==> config.mk <==
export PLATFORM = sky130hd
export DESIGN_NAME = sync_fifo_ctrl_flat
export DESIGN_NICKNAME = d
export VERILOG_FILES = /design/src/rtl/sync_fifo_ctrl_if.sv /design/src/rtl/sync_fifo_ctrl.sv /design/src/flat_wrapper.sv
export SDC_FILE = /design/constraint.sdc
export NUM_CORES = 1
export LEC_CHECK = 0
export BUFFER_PORTS_ARGS = -buffer_cell sky130_fd_sc_hd__buf_4
export CAP_MARGIN = 20
export CORE_ASPECT_RATIO = 1.2
export CORE_MARGIN = 2
export CORE_UTILIZATION = 40
export DETAILED_ROUTE_END_ITERATION = 7
export GPL_TIMING_DRIVEN = 0
export PLACE_DENSITY = 0.89
export REMOVE_ABC_BUFFERS = 1
export SLEW_MARGIN = 40
export SYNTH_ARGS = -nofsm -noshare
export SYNTH_HDL_FRONTEND = slang
export SYNTH_SLANG_ARGS = --single-unit
==> constraint.sdc <==
create_clock -name clk -period 2.8 [get_ports clk]
set_input_delay 0.28 -clock clk [delete_from_list [all_inputs] [get_ports clk]]
set_output_delay 0.28 -clock clk [all_outputs]
set_load 0.05 [all_outputs]
==> src/rtl/sync_fifo_ctrl_if.sv <==
// Valid/ready write and show-ahead read handshakes between the FIFO controller
// and the surrounding producer/consumer logic.
interface sync_fifo_ctrl_if #(
  parameter int DATA_WIDTH = 39
);
  logic                  wr_valid;
  logic                  wr_ready;
  logic [DATA_WIDTH-1:0] wr_data;
  logic                  rd_valid;
  logic                  rd_ready;
  logic [DATA_WIDTH-1:0] rd_data;

  // Master is the producer/consumer side, slave is the controller.
  modport master (
    output wr_valid, wr_data, rd_ready,
    input  wr_ready, rd_valid, rd_data
  );

  modport slave (
    input  wr_valid, wr_data, rd_ready,
    output wr_ready, rd_valid, rd_data
  );
endinterface

==> src/rtl/sync_fifo_ctrl.sv <==
// Pointer, flag and handshake controller for a synchronous FIFO built around a
// dual-port RAM with registered read data, plus a one-entry show-ahead output stage.
module sync_fifo_ctrl #(
  parameter int DATA_WIDTH = 39,
  parameter int ADDR_WIDTH = 14,
  parameter int AF_LEVEL   = 2**ADDR_WIDTH - 4
) (
  input  logic                  clk,
  input  logic                  reset,
  sync_fifo_ctrl_if.slave       bus,
  output logic                  ram_we,
  output logic [ADDR_WIDTH-1:0] ram_wr_ptr,
  output logic [DATA_WIDTH-1:0] ram_din,
  output logic                  ram_re,
  output logic [ADDR_WIDTH-1:0] ram_rd_ptr,
  input  logic [DATA_WIDTH-1:0] ram_dout,
  output logic                  ram_full,
  output logic                  ram_empty,
  output logic [ADDR_WIDTH:0]   level,
  output logic                  almost_full,
  output logic                  overflow
);

  localparam logic [ADDR_WIDTH:0] PtrOne = (ADDR_WIDTH+1)'(1);

  logic [ADDR_WIDTH:0] wptr;
  logic [ADDR_WIDTH:0] rptr;
  logic [ADDR_WIDTH:0] ram_count;
  logic                rd_valid_q;
  logic                overflow_q;

  // The extra MSB on each pointer separates "full" from "empty" when the low bits match.
  assign ram_empty = (wptr == rptr);
  assign ram_full  = (wptr[ADDR_WIDTH] != rptr[ADDR_WIDTH]) &&
                     (wptr[ADDR_WIDTH-1:0] == rptr[ADDR_WIDTH-1:0]);

  assign ram_wr_ptr = wptr[ADDR_WIDTH-1:0];
  assign ram_rd_ptr = rptr[ADDR_WIDTH-1:0];
  assign ram_din    = bus.wr_data;

  assign bus.wr_ready = !ram_full && !reset;
  assign ram_we       = bus.wr_valid && bus.wr_ready;

  // Refill the output stage whenever it is empty or being drained this cycle.
  assign ram_re       = !ram_empty && (!rd_valid_q || bus.rd_ready) && !reset;
  assign bus.rd_valid = rd_valid_q;
  assign bus.rd_data  = ram_dout;

  assign ram_count   = wptr - rptr;
  assign level       = ram_count + {{ADDR_WIDTH{1'b0}}, rd_valid_q};
  assign almost_full = 32'(level) >= 32'(AF_LEVEL);
  assign overflow    = overflow_q;

  always_ff @(posedge clk) begin
    if (reset) begin
      wptr       <= '0;
      rptr       <= '0;
      rd_valid_q <= 1'b0;
      overflow_q <= 1'b0;
    end else begin
      if (ram_we) begin
        wptr <= wptr + PtrOne;
      end
      if (ram_re) begin
        rptr <= rptr + PtrOne;
      end
      if (ram_re) begin
        rd_valid_q <= 1'b1;
      end else if (bus.rd_ready) begin
        rd_valid_q <= 1'b0;
      end
      if (bus.wr_valid && !bus.wr_ready) begin
        overflow_q <= 1'b1;
      end
    end
  end

endmodule

==> src/flat_wrapper.sv <==
// flat-port wrapper written by rule: the top's interface ports become plain ports
module sync_fifo_ctrl_flat 
#(
  parameter int DATA_WIDTH = 39,
  parameter int ADDR_WIDTH = 14,
  parameter int AF_LEVEL   = 2**ADDR_WIDTH - 4
)
  (clk, reset, ram_we, ram_wr_ptr, ram_din, ram_re, ram_rd_ptr, ram_dout, ram_full, ram_empty, level, almost_full, overflow, bus_wr_valid, bus_wr_data, bus_rd_ready, bus_wr_ready, bus_rd_valid, bus_rd_data);
  sync_fifo_ctrl_if #(.DATA_WIDTH(DATA_WIDTH)) bus_i ();
  input  logic clk;
  input  logic reset;
  output logic ram_we;
  output logic [ADDR_WIDTH-1:0] ram_wr_ptr;
  output logic [DATA_WIDTH-1:0] ram_din;
  output logic ram_re;
  output logic [ADDR_WIDTH-1:0] ram_rd_ptr;
  input  logic [DATA_WIDTH-1:0] ram_dout;
  output logic ram_full;
  output logic ram_empty;
  output logic [ADDR_WIDTH:0] level;
  output logic almost_full;
  output logic overflow;
  input wire logic [$bits(bus_i.wr_valid)-1:0] bus_wr_valid;
  input wire logic [$bits(bus_i.wr_data)-1:0] bus_wr_data;
  input wire logic [$bits(bus_i.rd_ready)-1:0] bus_rd_ready;
  output wire logic [$bits(bus_i.wr_ready)-1:0] bus_wr_ready;
  output wire logic [$bits(bus_i.rd_valid)-1:0] bus_rd_valid;
  output wire logic [$bits(bus_i.rd_data)-1:0] bus_rd_data;
  assign bus_i.wr_valid = bus_wr_valid;
  assign bus_i.wr_data = bus_wr_data;
  assign bus_i.rd_ready = bus_rd_ready;
  assign bus_wr_ready = bus_i.wr_ready;
  assign bus_rd_valid = bus_i.rd_valid;
  assign bus_rd_data = bus_i.rd_data;
  sync_fifo_ctrl #(.DATA_WIDTH(DATA_WIDTH), .ADDR_WIDTH(ADDR_WIDTH), .AF_LEVEL(AF_LEVEL)) u_core (.clk(clk), .reset(reset), .bus(bus_i), .ram_we(ram_we), .ram_wr_ptr(ram_wr_ptr), .ram_din(ram_din), .ram_re(ram_re), .ram_rd_ptr(ram_rd_ptr), .ram_dout(ram_dout), .ram_full(ram_full), .ram_empty(ram_empty), .level(level), .almost_full(almost_full), .overflow(overflow));
endmodule
==> results.md <==
- Outcome: finished, violations left
- Failing checks: negative setup slack
- Vias in the first global route: ~2900
- EDFF count, synth: 0
- Average cell area after synthesis: 7.88 um2
- Die Y-Extent: around 100 um
- Top cell type's share of synthesized area: 0.236
- Number of warnings issued by yosys: 0
- Tot Pwr: 3.26 mW
- Final Hold Fails: 0
- Reg2reg end: u_core.wptr[12]
- Hold path startpoint: bus_wr_valid
- Reported max-cap violation count: 0
- Initial antenna violation count: 0
- Top Ports: around 210
- Number of CTS-inserted buffers: 5
- Area of the die: 9180 um2
- Cells after Synth: between 400 and 500
- Drt first-iter violations: 210
- Worst Setup Slack, final: -0.673 ns
- Startpoint type of the worst setup path: flop
- Leakage: 1.58 nW
- Routed length per placed instance: 32.8 um
- Clock tree skew after final layout: 0.00531 ns
- Clk pin slew, worst setup/hold paths: 0.08 ns
- Number of iterations in the first detailed-routing pass: 4
- Total DRC errors in the routed layout: 0
- Cell total after placement: 480
- Critical Path AT: around 3.2 ns
- Std-Cell Rows: 36
- Die span in x: between 80 and 90 um
- Total number of nets in the final design: 514
- Capture endpoint of the worst hold path: u_core.overflow
- IR drop worst, VDD: 1000 uV
- Global-route wire length before repair: ~22000 um
- Final wirelength: about 17000 um
- Predominant post-synthesis flop cell: dfxtp_1
- Highest-count cells in the layout ignoring fill and taps: buf_4 (73), nor2_1 (42), xnor2_1 (27), ha_4 (26), nand2_1 (24)
- Relative max-transition margin: 0.572
- Number of buffers inserted by hold repair at cts: 0
- Crit path kind: flop to primary output
- Post-synthesis register bit count: 32
- Number of buffers on the longest clock path: 2
- Cell depth of the worst flop-to-flop path: 10
- Most common cell after layout, fill and taps aside: buf_4
- Slew @ Worst Pin: 0.642 ns
- Required time worst endpoint: 2.52 ns
- Count of final max-slew check failures: 0
- Type of the worst min-delay path: input port to flop
- Total Neg Setup Slack: -2.41 ns
- Sequential cell area fraction in the yosys report: 0.190
- Remaining global-route overflow: 0
- Slack of the worst reg-to-reg path: 0.10 ns
- Cell types occupying the most area after synthesis: buf_4 (24%), dfxtp_1 (19%), ha_1 (11%)
- Global-route usage over all layers: 0.345
- DP Wirelength: 13100 um
- Ant diodes: 0
- Filler-free cell count of the finished design: just over 500
- Core region area: 8150 um2
- Clock tree from TritonCTS: built
- Area of the mapped netlist: 3370 um2
- PwrDens: 815 nW/um2
- Fraction of final layout cells sized beyond drive strength 1: 0.438
- Initial core utilization: 0.414
- Finish-stage setup viols: 8
- Origin of the critical flop-to-flop path: u_core.rptr[9]
- Setup repair after global routing missed its margin: yes
- Ratio of routed vias to standard cells: 6.09
- Core occupancy in the finished layout: 0.491
- Remaining antenna violation count after routing: 0
- Element type at the critical path end: primary output
- Total number of vias: 3145
- Max Clock Freq: between 200 and 300 MHz
- Share of async-settable or async-resettable flops after synthesis: 0
- Share of the cycle needed by the critical path after routing: 1.24
- Count of distinct cell types in the synthesized netlist: 50
- Later-pin clock latency in the skew report: between 0.2 and 0.3 ns
- Clock net sink count: 32
- Cell accounting for the most synthesized area: buf_4
- Worst hold path depth: 3
- Post-Route Hold Slack: 0.265 ns
- Count of H-tree levels built during CTS: 2
- Area growth from synthesis to layout: 18.7%
- Pin count of the biggest net entering global routing: 36
- Final period demand of the worst path: 3.47 ns
- Final estimated routing congestion in global placement: 0.962
- Root buf cell: clkbuf_8
- Buffers on Ports: 54
- Largest fanout of any net on the critical path: 4
through the flow:
stage,area (um2),setup WS [ns]
2_1_floorplan,2530,-2.44
3_3_place_gp,3080,-0.600
3_5_place_dp,3080,-0.644
4_1_cts,3660,-0.658
5_1_grt,4000,-0.781
6_report,4000,-0.673
final cells by class:
type / instances / area [um2]
Clock buffer: 5 / 68.8
Clock inverter: 3 / 42.5
Fill cell: 712 / 4150
Inverter: 26 / 104
Multi-Input combinational cell: 254 / 2280
Sequential cell: 32 / 686
Tap cell: 114 / 143
Timing Repair Buffer: 82 / 682
per-layer routing:
metal	part of all wire	global-route usage	vias to the layer above
met5	0.0031	0.0667	-
met4	0.088	0.170	2
met3	0.23	0.359	87
met2	0.44	0.529	352
met1	0.24	0.269	1407
li1	-	-	1297
power breakdown:
part	switching (mW)	internal, mW
logic	1.40	0.895
registers	0.0270	0.479
clock network	0.196	0.263
how the worst max path moves through the flow:
stage	endpoint	slack, ns	start
floorplan	almost_full	-2.44	u_core.bus.rd_valid
global placement	almost_full	-0.60	u_core.rptr[0]
detailed placement	almost_full	-0.64	u_core.rptr[0]
CTS	almost_full	-0.66	u_core.bus.rd_valid
global route	almost_full	-0.78	u_core.bus.rd_valid
finish	almost_full	-0.67	u_core.bus.rd_valid
cells in the mapped netlist, types with 2 or more instances:
master    number
buf_4        106
nor2_1        42
dfxtp_1       32
ha_1          30
xnor2_1       27
inv_1         25
nand2_1       25
a21oi_1       21
nor3_1        15
o21ai_0       11
nand4_1       10
xor2_1        10
nand3_1        8
nor4_1         8
a21o_1         7
clkbuf_1       6
and3_1         5
buf_2          4
or3_1          3
a31oi_1        2
o41ai_1        2
worst max-delay path: stages (launching register included):
cell and delay [ns]:
dfxtp_2 0.34, inv_2 0.04, ha_4 0.25, inv_2 0.03, ha_4 0.15, fa_2 0.38, a21o_1 0.21, a221oi_4 0.27
buf_12 0.16, o221ai_4 0.13, a2111o_1 0.40, o211ai_1 0.17, o41ai_2 0.13, buf_4 0.21
flip-flops by register name, summed over array words and instances, names as in the netlist:
name and cells:
u_core.rptr 15, u_core.bus.rd_valid 1, u_core.overflow 1, u_core.wptr 15
timing repair:
action / CTS / global route
pin swaps: 23 / 15
endpoints found under the hold margin: 0 / 0
buffers inserted: 21 / 7
gates resized for setup: 69 / 47
endpoints found under the setup margin: 18 / 22
cell families (layout without fill, tap and decap cells):
group,after synthesis,count (layout),synth area share
xor gates and xnor gates,38,38,0.101
DFF,32,32,0.190
buffers and inverters,142,116,0.278
adders and majority gates,31,31,0.117
and+or+nand+nor,123,123,0.174
AOI/OAI and AO/OA,61,61,0.137
muxes,1,1,0.00297
(Power assumes the default switching activity.)
